$ cat src/rtl/encoder8_3_serial.sv
// Serial multi-hot to binary encoder: one index per output handshake.
// Emits lowest or highest set bit first, selected by LSB_FIRST.
module encoder8_3_serial #(
  parameter int WIDTH     = 8,
  parameter int IDX_W     = 3,
  parameter bit LSB_FIRST = 1'b1
) (
  input  logic             clk,
  input  logic             rst,
  input  logic             in_valid,
  output logic             in_ready,
  input  logic [WIDTH-1:0] in_vec,
  output logic             out_valid,
  input  logic             out_ready,
  output logic [IDX_W-1:0] out_idx,
  output logic             out_last,
  output logic             zero_err,
  output logic             busy
);

  localparam logic [0:0] IDLE = 1'b0;
  localparam logic [0:0] EMIT = 1'b1;

  logic [0:0]       state;
  logic [WIDTH-1:0] pending;
  logic [WIDTH-1:0] sel;
  logic [IDX_W-1:0] idx;
  logic             solo;
  logic             ready_q;
  logic             zero_q;
  logic             in_hs;
  logic             out_hs;

  // Later loop iterations win, so scan order picks the priority end.
  always_comb begin
    idx = '0;
    sel = '0;
    if (LSB_FIRST) begin
      for (int i = WIDTH - 1; i >= 0; i--) begin
        if (pending[i]) begin
          idx = IDX_W'(i);
          sel = WIDTH'(1) << i;
        end
      end
    end else begin
      for (int i = 0; i < WIDTH; i++) begin
        if (pending[i]) begin
          idx = IDX_W'(i);
          sel = WIDTH'(1) << i;
        end
      end
    end
  end

  assign solo = (pending != '0) &&
                ((pending & (pending - WIDTH'(1))) == '0);

  assign in_ready  = ready_q;
  assign out_valid = (state == EMIT);
  assign busy      = (state == EMIT);
  assign out_idx   = idx;
  assign out_last  = out_valid && solo;
  assign zero_err  = zero_q;

  assign in_hs  = in_valid && ready_q;
  assign out_hs = out_valid && out_ready;

  always_ff @(posedge clk or posedge rst) begin
    if (rst) begin
      state   <= IDLE;
      pending <= '0;
      ready_q <= 1'b0;
      zero_q  <= 1'b0;
    end else begin
      zero_q <= 1'b0;
      unique case (state)
        IDLE: begin
          ready_q <= 1'b1;
          if (in_hs) begin
            if (in_vec != '0) begin
              pending <= in_vec;
              state   <= EMIT;
              ready_q <= 1'b0;
            end else begin
              zero_q <= 1'b1;
            end
          end
        end
        EMIT: begin
          if (out_hs) begin
            pending <= pending & ~sel;
            if (solo) begin
              state   <= IDLE;
              ready_q <= 1'b1;
            end
          end
        end
        default: state <= IDLE;
      endcase
    end
  end

endmodule

$ cat config.mk
export PLATFORM = sky130hd
export DESIGN_NAME = encoder8_3_serial
export DESIGN_NICKNAME = d
export VERILOG_FILES = /design/src/rtl/encoder8_3_serial.sv
export SDC_FILE = /design/constraint.sdc
export NUM_CORES = 1
export LEC_CHECK = 0
export ABC_AREA = 1
export CAP_MARGIN = 5
export CORE_MARGIN = 2
export CORE_UTILIZATION = 42
export DETAILED_ROUTE_END_ITERATION = 7
export GPL_ROUTABILITY_DRIVEN = 0
export PLACE_DENSITY = 0.71
export SYNTH_ARGS = -nofsm -noshare
export SYNTH_HDL_FRONTEND = slang
export SYNTH_SLANG_ARGS = --single-unit
export TNS_END_PERCENT = 30
$ cat constraint.sdc
create_clock -name clk -period 1.4 [get_ports clk]
set_clock_uncertainty 0.15 [all_clocks]
set_input_delay 0.14 -clock clk [delete_from_list [all_inputs] [get_ports clk]]
set_output_delay 0.14 -clock clk [all_outputs]
set_load 0.005 [all_outputs]
# [Word level (Yosys, flattened, before mapping)]
# Index checks and enable logic that the tools add are counted.
[word_totals] reg_bits=11 input_bits=12 output_inout_bits=8 wordCells=54
[op_classes] addsub=1 eq_ne=4 n_mux=32 bitwise_logic=4 n_reduce_logical=9
[ops] cell="two-way mux 8 bit" n=11
[ops] cell="two-way mux 3 bit" n=8
[ops] cell="AND 8 bit" n=2
[ops] cell="one-hot mux 8 bit (2 select lines)" n=1
[ops] cell="nonzero test 8 bit" n=2
[ops] cell="two-way mux 1 bit" n=10
[ops] cell="logical NOT 8 bit" n=1
[ops] cell="NOT 8 bit" n=1
[ops] cell="subtractor 8 x 1 -> 8 bit (second input constant)" n=1
[ops] cell="logical AND 1 bit" n=4
[ops] cell="inequality test 2 x 1 -> 1 bit (second input constant)" n=2
[ops] cell="inequality test 2 bit (second input constant)" n=2
[ops] cell="one-hot mux 1 bit (2 select lines)" n=2
[ops] cell="AND reduction 3 bit" n=1
[ops] cell="AND reduction 2 bit" n=1
[ops] cell="NOT 1 bit" n=1

# [Longest topological paths before layout]
[logic_depth] word_depth=12 ltp_mapped=10 mapped_depth_nobuf=10

# [Worst setup path after synthesis]
# OpenSTA, ideal clock, no wires.
[synth_timing] path_kind="register to register" start="register state, in the netlist busy" end="register pending[0]" setup_time_ps=76 t_arrival_ps=1143 t_required_ps=1174 setup_slack_ps=31 stages_incl_launch_ff=9 n_path_buf=2 synth_period_minus_slack_ps=1369 cell_sequence="dfrtp_1 buf_6 clkinv_4 nand3_2 o21bai_4 nand2_4 buf_6 nand3_1 o21ai_1"
[synth_between] elab_chain_cells=3 elab_cells_between_ends=7 cone_classes="eq/ne (3); mux (1); bitwise (1); reduce/logical (2)"
[synth_rtl] element="start: declaration" line_no="24" rtl="logic [0:0] state;"
[synth_rtl] element="start signal: assignment" line_no="70" rtl="state <= IDLE;"
[synth_rtl] element="start signal: assignment" line_no="82" rtl="state <= EMIT;"
[synth_rtl] element="start signal: assignment" line_no="93" rtl="state <= IDLE;"
[synth_rtl] element="logical AND 1 bit or NOT 1 bit (tied branches)"
[synth_rtl] element="inequality test 2 x 1 -> 1 bit (no source line) or inequality test 2 bit (tied branches)"
[synth_rtl] element="AND reduction 3 bit (no source line)"
[synth_rtl] element="end signal: assignment" line_no="81" rtl="pending <= in_vec;"
[synth_rtl] element="end signal: assignment" line_no="91" rtl="pending <= pending & ~sel;"
[synth_rtl] element="end: declaration" line_no="25" rtl="logic [WIDTH-1:0] pending;"
# Several ways; a longest one is shown, not always the timed one.
# A chain may end at the register's enable or synchronous reset.

# [Final worst setup path]
[layout_timing] start="register pending[3]" end="output port out_last"
[layout_between] elab_chain_cells=5 elab_cells_between_ends=6 cone_classes="add/sub (1); bitwise (1); reduce/logical (4)"
[layout_rtl] element="subtractor 8 x 1 -> 8 bit" line_no="56" rtl="((pending & (pending - WIDTH'(1))) == '0);"
[layout_rtl] element="AND 8 bit" line_no="56"
[layout_rtl] element="logical NOT 8 bit" line_no="56"
[layout_rtl] element="logical AND 1 bit *" line_no="55" rtl="assign solo = (pending != '0) &&"
[layout_rtl] element="logical AND 1 bit *" line_no="62" rtl="assign out_last = out_valid && solo;"
[layout_rtl] element="end: declaration" line_no="16" rtl="output logic out_last,"
# Every way passes the cells marked *; elsewhere a longest branch is shown, timed or not.

==> flow_summary_export.csv <==
group,metric,value,unit
run,drv_cap,0,
synthesis,synth_common_cells,"32 x nand2_1, 12 x nor2_1, 11 x dfrtp_1",
route,wl_per_cell,12.8,um
route,num_vias,920,
finish,antenna_cells,0,
route,drt_pass1_iterations,4,
finish,fin_util,75.9,%
synthesis,ys_seq_elements,11,
synthesis,synth_ff_type,"dfrtp_1",
route,ant_nets,0,
critical_path,path_class,"reg -> out",
synthesis,syn_nets,116,
floorplan,core_area,0.00171,mm2
critical_path,worstPathArrival,1.58,ns
grt,antenna_found_initial,0,
sta,fin_hold_ws,0.0165,ns
sta,report.final.hold_viol_count,0,
floorplan,start_util,44.0,%
sta,setup_slack,-0.471,ns
critical_path,worstSetupEndpointType,"output pin",
route,wirelength,2360,um
clock_tree,cts_tree,"done",
critical_path,reg2reg_from,"pending[1]",
critical_path,startpoint_type,"register",
place,numPortBuffers,19,
power,powerDensity,2370,mW/mm2
power,p_leak,0.000653,uW
sta,relSlewSlack,68.4,%
critical_path,required,1.11,ns
synthesis,synth_simple_gate_area_share,36.5,%
clock_tree,clock_path_buffers,2,
clock_tree,cts_hold_buffers,0,
route,wl_met3,135,um
sta,worst_pin_slew,0.473,ns
synthesis,yosys-top-cells-area,"dfrtp_1 37%, nand2_1 16%, nor2_1 6.0%",
power,max-vdd-ir-drop,1.35,mV
clock_tree,clkSinkCount,11,
sta,rsz0062_at_grt,"true",
critical_path,worstSetupStartpoint,"pending[3]",
synthesis,synthMuxAreaShare,0,%
route,met2_length,1160,um
floorplan,die-area,0.00214,mm2
grt,grt_max_degree,17,
place,hpwl,1540,um
hold_path,hp-class,"in -> async",
grt,grt_pass1_wl,3540,um
sta,layout_min_cycle_time,1.87,ns
clock_tree,cts.clk_slew.worst_paths,0.08,ns
sta,setup_violations,8,
synthesis,synth_top_family_by_area,"simple AND/OR/NAND/NOR gates",
route,met1Wirelength,990,um
run_status,violations,"negative setup slack",
synthesis,synth_area_per_cell,7.22,um2
floorplan,die_h,46.3,um
synthesis,synthCells,104,
clock_tree,numCtsBuffers,3,
clock_tree,cts_max_level,1,
synthesis,yosysUniqueCellTypes,21,
floorplan,die_w,46.3,um
grt,gr-total-overflow,0,
finish,area_growth,72.7,%
floorplan,rows,15,
clock_tree,cts-root-buf,"clkbuf_4",
floorplan,io_pins,20,
critical_path,crit_fanout,4,
synthesis,yosys_warnings,0,
grt,grt_pass1_vias,839,
grt,grt_usage,23.7,%
synthesis,netlist.area_leader.share,36.7,%
route,drt_iter0_drc,32,
sta,slew_violations,0,
clock_tree,worstSkewPairLatency,0.28,ns
synthesis,synth_most_common_cell,"nand2_1",
synthesis,synthAdderAreaFrac,0,%
sta,timing.final.crit_share,134,%
synthesis,yosysTopAreaCell,"dfrtp_1",
finish,fillerInstances,127,
synthesis,synthesis.area,751,um2
sta,max_freq,534,MHz
run_status,status,"complete, but fails checks",
synthesis,async_reset_ff_share,100,%
synthesis,ys_seq_area_share,36.7,%
synthesis,synth_compound_area_share,16.2,%
synthesis,synthXorXnorAreaFrac,0,%
route,highest_layer,"met4",
route,drcViolationCount,0,
finish,drive_above_1_share,43.8,%
synthesis,synth_edf_count,0,
route,drt-vias-per-instance,4.97,
finish,num-nets-final,173,
[per-stage QoR]
stage	area, um2	total power (uW)	worst slack (ns)	TNS [ns]	instances
floorplan	751	1490	0.0306	0	104
global placement	1170	2410	-0.515	-3.26	176
detailed placement	1170	2440	-0.537	-3.41	176
CTS	1240	2790	-0.441	-1.47	182
global route	1300	3300	-0.552	-2.66	185
finish	1300	3070	-0.471	-1.71	185
[sequential cells by signal (all words and copies together) (netlist names)]
register and cells:
zero_err 1, pending 8, busy 1, in_ready 1
[worst paths after layout]
path,to,slack [ns],cells after the start
min in group clk,pending[0],0.32,3
worst max-delay path,out_last,-0.47,8
worst min-delay path,pending[6],0.02,2
max in group asynchronous,pending[3],0.74,2
worst min register to register,in_ready,0.48,2
worst max register to register,in_ready,-0.25,10
[worst max-delay path, stage by stage, from the launching register on]
cell	delay (ns)
dfrtp_2	0.46
nor2_4	0.16
nand2_2	0.10
nand2_2	0.09
nand2_2	0.07
nor2_4	0.12
nand2_1	0.09
nor2_1	0.10
buf_2	0.12
[power by group]
part | leakage (uW) | internal [uW] | switching (uW)
logic | 0.000501 | 1180 | 1030
registers | 0.000137 | 455 | 153
clock network | 0.0000150 | 111 | 134
total | 0.000653 | 1750 | 1320
[timing repair]
| action | CTS | global route |
|---|---|---|
| cloned | 0 | 0 |
| setup buffers | 2 | 3 |
| pin swaps | 11 | 11 |
| gates resized for setup | 36 | 10 |
| setup endpoints to repair | 10 | 14 |
[logic make-up after synthesis]
group / Yosys count
buffers and inverters: 14
DFF: 11
and+or+nand+nor: 60
AOI/OAI and AO/OA: 19
[cell usage in the layout (no fill, tap or decap), types with 5 or more instances in the layout]
master	n
nand2_1	24
dfrtp_1	10
nor2_1	10
o211ai_1	5
buf_4	32
nand2_2	9
o21ai_1	9
inv_1	7
clkdlybuf4s50_1	11
buf_6	5
[final cells by class]
class,instances,area [um2],area share (%)
multi-input combinational,79,448,34.6
tap,25,31.3,2.41
inverter,10,45.0,3.47
sequential,11,277,21.3
clock buffer,4,26.3,2.03
timing repair buffer,56,469,36.2
[layer usage]
metal  GRT usage (%)  vias up
li1                -      454
met5               0        -
met4            12.0        0
met1            29.6      425
met3            3.14       10
met2            39.4       31
Power figures use the tool's default switching activity.
